--- config.mk ---
export PLATFORM = sky130hd
export DESIGN_NAME = pipelined_adder_flat
export DESIGN_NICKNAME = d
export VERILOG_FILES = /design/src/rtl/pipelined_adder_if.sv /design/src/rtl/pipelined_adder.sv /design/src/flat_wrapper.sv
export SDC_FILE = /design/constraint.sdc
export NUM_CORES = 1
export LEC_CHECK = 0
export ABC_AREA = 1
export CAP_MARGIN = 0
export CORE_ASPECT_RATIO = 2
export CORE_MARGIN = 1.5
export CORE_UTILIZATION = 30
export DETAILED_ROUTE_END_ITERATION = 16
export GPL_ROUTABILITY_DRIVEN = 0
export HOLD_SLACK_MARGIN = 0.1
export PLACE_DENSITY_LB_ADDON = 0.2
export SYNTH_ARGS = -nofsm -noshare
export SYNTH_HDL_FRONTEND = slang
export SYNTH_SLANG_ARGS = --single-unit
--- constraint.sdc ---
create_clock -name clock -period 6.6 [get_ports clock]
set_input_delay 0.66 -clock clock [delete_from_list [all_inputs] [get_ports clock]]
set_output_delay 0.66 -clock clock [all_outputs]
set_load 0.1 [all_outputs]
--- src/rtl/pipelined_adder_if.sv ---
// Operand/result bundle for pipelined_adder: operand beat in, result beat out.
// Pure wiring, no latency.
// Valid/ready on both sides; io_in_ready is the adder's global stage enable.
// Defining PIPELINED_ADDER_SAT_EN adds the io_in_sat request bit.
interface pipelined_adder_if #(
    parameter int WIDTH = 16
);
    logic             io_in_valid;
    logic             io_in_ready;
    logic [WIDTH-1:0] io_in_a;
    logic [WIDTH-1:0] io_in_b;
    logic             io_in_sub;
    logic             io_in_cin;
`ifdef PIPELINED_ADDER_SAT_EN
    logic             io_in_sat;
`endif
    logic             io_out_valid;
    logic             io_out_ready;
    logic [WIDTH-1:0] io_out_s;
    logic             io_out_c;
    logic             io_out_v;

    // Adder side: consumes operands, produces results.
    modport slave (
`ifdef PIPELINED_ADDER_SAT_EN
        input  io_in_sat,
`endif
        input  io_in_valid, io_in_a, io_in_b, io_in_sub, io_in_cin, io_out_ready,
        output io_in_ready, io_out_valid, io_out_s, io_out_c, io_out_v
    );

    // Requester side: produces operands, consumes results.
    modport master (
`ifdef PIPELINED_ADDER_SAT_EN
        output io_in_sat,
`endif
        output io_in_valid, io_in_a, io_in_b, io_in_sub, io_in_cin, io_out_ready,
        input  io_in_ready, io_out_valid, io_out_s, io_out_c, io_out_v
    );
endinterface

--- src/rtl/pipelined_adder.sv ---
// Carry-pipelined add/sub: CHUNK bits per stage, carry registered between stages.
// Latency STAGES cycles (accept edge t -> result after edge t+STAGES-1), 1 op/cycle.
// Global enable: a held output (valid && !ready) freezes every stage and drops io_in_ready.
// Optional signed saturation is built when PIPELINED_ADDER_SAT_EN is defined.
module pipelined_adder #(
    parameter int WIDTH = 16,
    parameter int CHUNK = 4
) (
    input  logic             clock,
    input  logic             reset,
    pipelined_adder_if.slave io
);
    localparam int STAGES = (WIDTH + CHUNK - 1) / CHUNK;
    localparam int LAST   = STAGES - 1;
    // Operand skew registers exist only between stages; keep at least one entry
    // so the declaration stays legal when the pipe degenerates to a single stage.
    localparam int SKEW   = (STAGES > 1) ? STAGES - 1 : 1;

    logic             en;

    // Stage registers: stage k holds carry out of slice k and result slices 0..k.
    logic             vld_q [STAGES];
    logic             c_q   [STAGES];
    logic [WIDTH-1:0] s_q   [STAGES];
    logic             v_q;

    // Skew registers carry the operands (B already inverted for subtract).
    logic [WIDTH-1:0] a_q   [SKEW];
    logic [WIDTH-1:0] b_q   [SKEW];

    // Per-stage inputs and combinational slice results.
    logic             st_vld [STAGES];
    logic             st_c   [STAGES];
    logic [WIDTH-1:0] st_a   [STAGES];
    logic [WIDTH-1:0] st_b   [STAGES];
    logic [WIDTH-1:0] st_s   [STAGES];
    logic [WIDTH-1:0] s_d    [STAGES];
    logic             c_d    [STAGES];
    logic [WIDTH-1:0] sd;
    logic             cr;
    logic             v_d;
    logic [WIDTH-1:0] s_fin;

`ifdef PIPELINED_ADDER_SAT_EN
    logic             sat_q  [SKEW];
    logic             st_sat [STAGES];
`endif

    assign en             = !vld_q[LAST] || io.io_out_ready;
    assign io.io_in_ready = en;
    assign io.io_out_valid = vld_q[LAST];
    assign io.io_out_s    = s_q[LAST];
    assign io.io_out_c    = c_q[LAST];
    assign io.io_out_v    = v_q;

    // Stage inputs: stage 0 from the port (subtract = invert B, carry-in 1), others from the previous stage.
    always_comb begin
        st_vld[0] = io.io_in_valid;
        st_c[0]   = io.io_in_sub | io.io_in_cin;
        st_a[0]   = io.io_in_a;
        st_b[0]   = io.io_in_sub ? ~io.io_in_b : io.io_in_b;
        st_s[0]   = '0;
`ifdef PIPELINED_ADDER_SAT_EN
        st_sat[0] = io.io_in_sat;
`endif
        for (int k = 1; k < STAGES; k++) begin
            st_vld[k] = vld_q[k-1];
            st_c[k]   = c_q[k-1];
            st_a[k]   = a_q[k-1];
            st_b[k]   = b_q[k-1];
            st_s[k]   = s_q[k-1];
`ifdef PIPELINED_ADDER_SAT_EN
            st_sat[k] = sat_q[k-1];
`endif
        end
    end

    // Ripple each stage's own slice; the final slice may be narrower than CHUNK.
    always_comb begin
        cr = 1'b0;
        sd = '0;
        for (int k = 0; k < STAGES; k++) begin
            cr = st_c[k];
            sd = st_s[k];
            for (int i = 0; i < WIDTH; i++) begin
                if (i / CHUNK == k) begin
                    sd[i] = st_a[k][i] ^ st_b[k][i] ^ cr;
                    cr    = (st_a[k][i] & st_b[k][i]) | (cr & (st_a[k][i] ^ st_b[k][i]));
                end
            end
            s_d[k] = sd;
            c_d[k] = cr;
        end
    end

    // Final stage: signed overflow from the delayed operand MSBs, optional clamp.
    always_comb begin
        v_d   = (st_a[LAST][WIDTH-1] == st_b[LAST][WIDTH-1]) &&
                (s_d[LAST][WIDTH-1] != st_a[LAST][WIDTH-1]);
        s_fin = s_d[LAST];
`ifdef PIPELINED_ADDER_SAT_EN
        if (st_sat[LAST] && v_d) begin
            s_fin = st_a[LAST][WIDTH-1] ? {1'b1, {(WIDTH-1){1'b0}}}
                                        : {1'b0, {(WIDTH-1){1'b1}}};
        end
`endif
    end

    // Advance all stages together; a stage loads payload only when its incoming beat is valid.
    always_ff @(posedge clock or posedge reset) begin
        if (reset) begin
            for (int k = 0; k < STAGES; k++) begin
                vld_q[k] <= 1'b0;
                c_q[k]   <= 1'b0;
                s_q[k]   <= '0;
            end
            for (int k = 0; k < SKEW; k++) begin
                a_q[k]   <= '0;
                b_q[k]   <= '0;
`ifdef PIPELINED_ADDER_SAT_EN
                sat_q[k] <= 1'b0;
`endif
            end
            v_q <= 1'b0;
        end else if (en) begin
            for (int k = 0; k < STAGES; k++) begin
                vld_q[k] <= st_vld[k];
                if (st_vld[k]) begin
                    c_q[k] <= c_d[k];
                    s_q[k] <= (k == LAST) ? s_fin : s_d[k];
                end
            end
            for (int k = 0; k < STAGES - 1; k++) begin
                if (st_vld[k]) begin
                    a_q[k]   <= st_a[k];
                    b_q[k]   <= st_b[k];
`ifdef PIPELINED_ADDER_SAT_EN
                    sat_q[k] <= st_sat[k];
`endif
                end
            end
            if (st_vld[LAST]) begin
                v_q <= v_d;
            end
        end
    end
endmodule

--- src/flat_wrapper.sv ---
// flat-port wrapper written by rule: the top's interface ports become plain ports
module pipelined_adder_flat 
#(
    parameter int WIDTH = 16,
    parameter int CHUNK = 4
)
  (clock, reset, io_io_in_valid, io_io_in_a, io_io_in_b, io_io_in_sub, io_io_in_cin, io_io_out_ready, io_io_in_ready, io_io_out_valid, io_io_out_s, io_io_out_c, io_io_out_v);
  pipelined_adder_if #(.WIDTH(WIDTH)) io_i ();
  input  logic clock;
  input  logic reset;
  input wire logic [$bits(io_i.io_in_valid)-1:0] io_io_in_valid;
  input wire logic [$bits(io_i.io_in_a)-1:0] io_io_in_a;
  input wire logic [$bits(io_i.io_in_b)-1:0] io_io_in_b;
  input wire logic [$bits(io_i.io_in_sub)-1:0] io_io_in_sub;
  input wire logic [$bits(io_i.io_in_cin)-1:0] io_io_in_cin;
  input wire logic [$bits(io_i.io_out_ready)-1:0] io_io_out_ready;
  output wire logic [$bits(io_i.io_in_ready)-1:0] io_io_in_ready;
  output wire logic [$bits(io_i.io_out_valid)-1:0] io_io_out_valid;
  output wire logic [$bits(io_i.io_out_s)-1:0] io_io_out_s;
  output wire logic [$bits(io_i.io_out_c)-1:0] io_io_out_c;
  output wire logic [$bits(io_i.io_out_v)-1:0] io_io_out_v;
  assign io_i.io_in_valid = io_io_in_valid;
  assign io_i.io_in_a = io_io_in_a;
  assign io_i.io_in_b = io_io_in_b;
  assign io_i.io_in_sub = io_io_in_sub;
  assign io_i.io_in_cin = io_io_in_cin;
  assign io_i.io_out_ready = io_io_out_ready;
  assign io_io_in_ready = io_i.io_in_ready;
  assign io_io_out_valid = io_i.io_out_valid;
  assign io_io_out_s = io_i.io_out_s;
  assign io_io_out_c = io_i.io_out_c;
  assign io_io_out_v = io_i.io_out_v;
  pipelined_adder #(.WIDTH(WIDTH), .CHUNK(CHUNK)) u_core (.clock(clock), .reset(reset), .io(io_i));
endmodule
==> key figures <==
Critical path
  – Crit path capture type: primary output
  – Crit path max-delay family: buffers and inverters
  – Worst path slowest cell: clkdlybuf4s50_1
  – Crit Path Class: in -> out
  – Arr. time, crit path: 2950 ps
  – CP peak stage delay: 1250 ps
  – CP Max Fanout: 62
  – WP data required: 5940 ps
  – Worst r2r src: u_core.b_q[12]
  – CP cell instances: clkdlybuf4s50_1 > inv_2 > nand2_4 > clkdlybuf4s50_1
  – Crit path launch: io_io_out_ready
  – Startpoint type of the worst setup path: input pin
  – CP bufs+invs: 3
  – Most frequent CP cell: clkdlybuf4s50_1

Detailed routing
  – WL met1: 3420 µm
  – Met2 wire length: 4370 µm
  – TritonRoute pass-1 iters: 4
  – Via-to-Cell Ratio: 4.24
  – Iter 0 DRT Violations: 145
  – # DRC: 0
  – DRT Wirelength: 8190 µm
  – Routed met3 length: 229 µm
  – Max layer used: met4
  – Via count: 2956
  – Post-route ant nets: 0
  – Wirelength per Cell: 11.7 µm

Yosys
  – Mapped Area: 0.00430 mm²
  – Net Count, Synth: 514
  – Syn. warnings: 0
  – Avg Cell Area, Syn: 9.38 µm²
  – Synth Instances: 459
  – Post-synthesis sequential area ratio: 56.4%
  – Synthesized flop and latch total: 97
  – Synth cell types: 19

Die
  – Width of the die: 87.7 µm
  – IO Pins: 58
  – Die ar.: 0.0151 mm²
  – Starting Density: 30.8%
  – Die height: 172 µm
  – FP Rows: 61
  – Core area: 0.0140 mm²

Timing
  – Setup violations, final: 0
  – Minimum clock period: 3610 ps
  – Setup_tns: 0 ps
  – Pins Over Slew Limit: 0
  – Final worst slack: 2990 ps
  – Final period utilization: 54.7%
  – Hold Vio Cnt, Final: 0
  – RSZ-0062 raised after global routing: no
  – Worst-margin pin slew: 985 ps
  – Clk_skew: 2.85 ps
  – Relative slew slack: 34.1%
  – Highest clock rate: 0.277 GHz

CTS
  – Setup Buffers After CTS: 0
  – Post-cts resize count: 0
  – CTS sink count: 97
  – Root buf cell: clkbuf_16
  – CTS H-Tree Depth: 3
  – TritonCTS Buffers: 9
  – CTS tree: yes
  – Max clock buf depth: 2
  – Clk_lat worst skew: 330 ps
  – CTS clk-pin slew, worst paths: 60 ps
  – Hold buffers post-CTS: 0

Placed design
  – IO Port Bufs: 57
  – Post-DP HPWL: 5830 µm
  – DP Worst Slack: 2970 ps

Global routing
  – Initial antenna violation count: 0
  – Total congestion overflow: 0
  – First-pass GRT wire length: 14400 µm
  – Largest net degree at the start of global routing: 71
  – Number of global-route vias before repair: 3104
  – All-Layer GR Usage: 12.3%

Flow run
  – Max-cap viol count: 0

Cells and area
  – Layout cells sized above 1: 4.53%
  – Number of fill cells: 1437
  – Area delta synth->final: 21.7%
  – N_diodes: 0
  – Nets@finish: 558

Status
  – Outcome: finished, final reports clean

Pwr
  – Peak VDD IR: 0.121 mV
  – P_leak: 2.59 nW
  – P per Cell Area: 480 mW/mm²

Hold path
  – Hold Crit Start: u_core.s_d[11]
  – Worst min-delay path class: reg -> reg
==> layout by cell type, fill, tap and decap left out <==
master and n:
buf_4 2, nand3_1 57, nand2_1 184, nand2_2 3, xnor2_1 14, nor2_1 2, xor2_1 2, o21ai_0 18
clkdlybuf4s50_1 57, clkinv_2 4, inv_4 1, or2_2 1, inv_2 2, o21ai_1 6, clkbuf_1 3, ha_1 1
fa_1 16, dfrtp_1 97, inv_1 28, clkbuf_16 9, nand2_4 1
==> tightest hold or removal path: stages (launching register included) <==
cell and delay, ps:
dfrtp_1 340, nand2_1 50, nand2_1 50
==> flip-flops by register name, indices dropped and copies added (netlist names) <==
name,flops
u_core.a_q,24
u_core.b_q,24
u_core.s_d,24
u_core.io.io_out_s,16
u_core.c_q,3
u_core.st_vld,3
u_core.io.io_out_c,1
u_core.io.io_out_v,1
u_core.io.io_out_valid,1
==> layer usage <==
metal / GRT usage (%) / vias to the layer above
met5: 0 / -
met4: 5.59 / 0
met3: 2.39 / 6
met2: 22.5 / 48
met1: 13.3 / 1399
li1: - / 1503
==> synthesized netlist by cell type <==
| master | count | area [µm²] |
|---|---|---|
| buf_2 | 16 | 80.1 |
| nor2_1 | 2 | 7.51 |
| clkbuf_1 | 4 | 15.0 |
| nand3_1 | 57 | 285 |
| buf_6 | 2 | 22.5 |
| inv_2 | 2 | 7.51 |
| xor2_1 | 2 | 17.5 |
| inv_1 | 29 | 109 |
| dfrtp_1 | 97 | 2430 |
| xnor2_1 | 14 | 123 |
| nand2_2 | 3 | 18.8 |
| ha_1 | 1 | 12.5 |
| fa_1 | 16 | 320 |
| o21ai_1 | 6 | 30.0 |
| or2_2 | 1 | 6.26 |
| o21ai_0 | 18 | 90.1 |
| nand2_4 | 1 | 11.3 |
| buf_4 | 4 | 30.0 |
| nand2_1 | 184 | 691 |
==> final cells by class <==
cell class | instances | area (µm²) | share of cell area [%]
Sequential cell | 97 | 2430 | 46.3
Multi-Input combinational cell | 305 | 1610 | 30.8
Timing Repair Buffer | 59 | 586 | 11.2
Clock buffer | 12 | 236 | 4.52
Tap cell | 189 | 236 | 4.52
Inverter | 31 | 119 | 2.27
Clock inverter | 4 | 20.0 | 0.382
==> through the flow <==
step	cells	utilization [%]	hold slack, ps	total power, mW	instance area [µm²]
2_1_floorplan	459	-	442	1.83	4300
3_3_place_gp	681	35.7	454	2.06	4980
3_5_place_dp	681	35.7	456	2.09	4980
4_1_cts	697	37.5	473	2.56	5240
5_1_grt	697	37.5	487	2.71	5240
6_report	697	37.5	468	2.51	5240
==> path summary, 6_finish.rpt <==
path	end	slack [ps]	cells after the start
setup / recovery	io_io_in_ready	2990	4
hold / removal	u_core.io.io_out_s[11]	470	2
setup reg to reg	u_core.io.io_out_v	4130	13
hold reg to reg	u_core.io.io_out_s[11]	470	2
max in group asynchronous	u_core.a_q[26]	4770	3
min in group asynchronous	u_core.io.io_out_s[4]	640	2
==> power breakdown <==
| group | leakage [nW] | internal [mW] | switching [mW] |
|---|---|---|---|
| clock | 0.130 | 0.253 | 0.207 |
| sequential | 1.22 | 0.833 | 0.166 |
| combinational | 1.24 | 0.305 | 0.747 |
| total | 2.59 | 1.39 | 1.12 |
==> kinds of logic after synthesis <==
group	Yosys count	share of synthesized area (%)
simple gates	248	23.7
flops	97	56.4
buf+inv	57	6.13
compound gates	24	2.79
fa+ha+maj	17	7.73
xor+xnor	16	3.26
No activity file was read; power rests on OpenSTA's default activity.
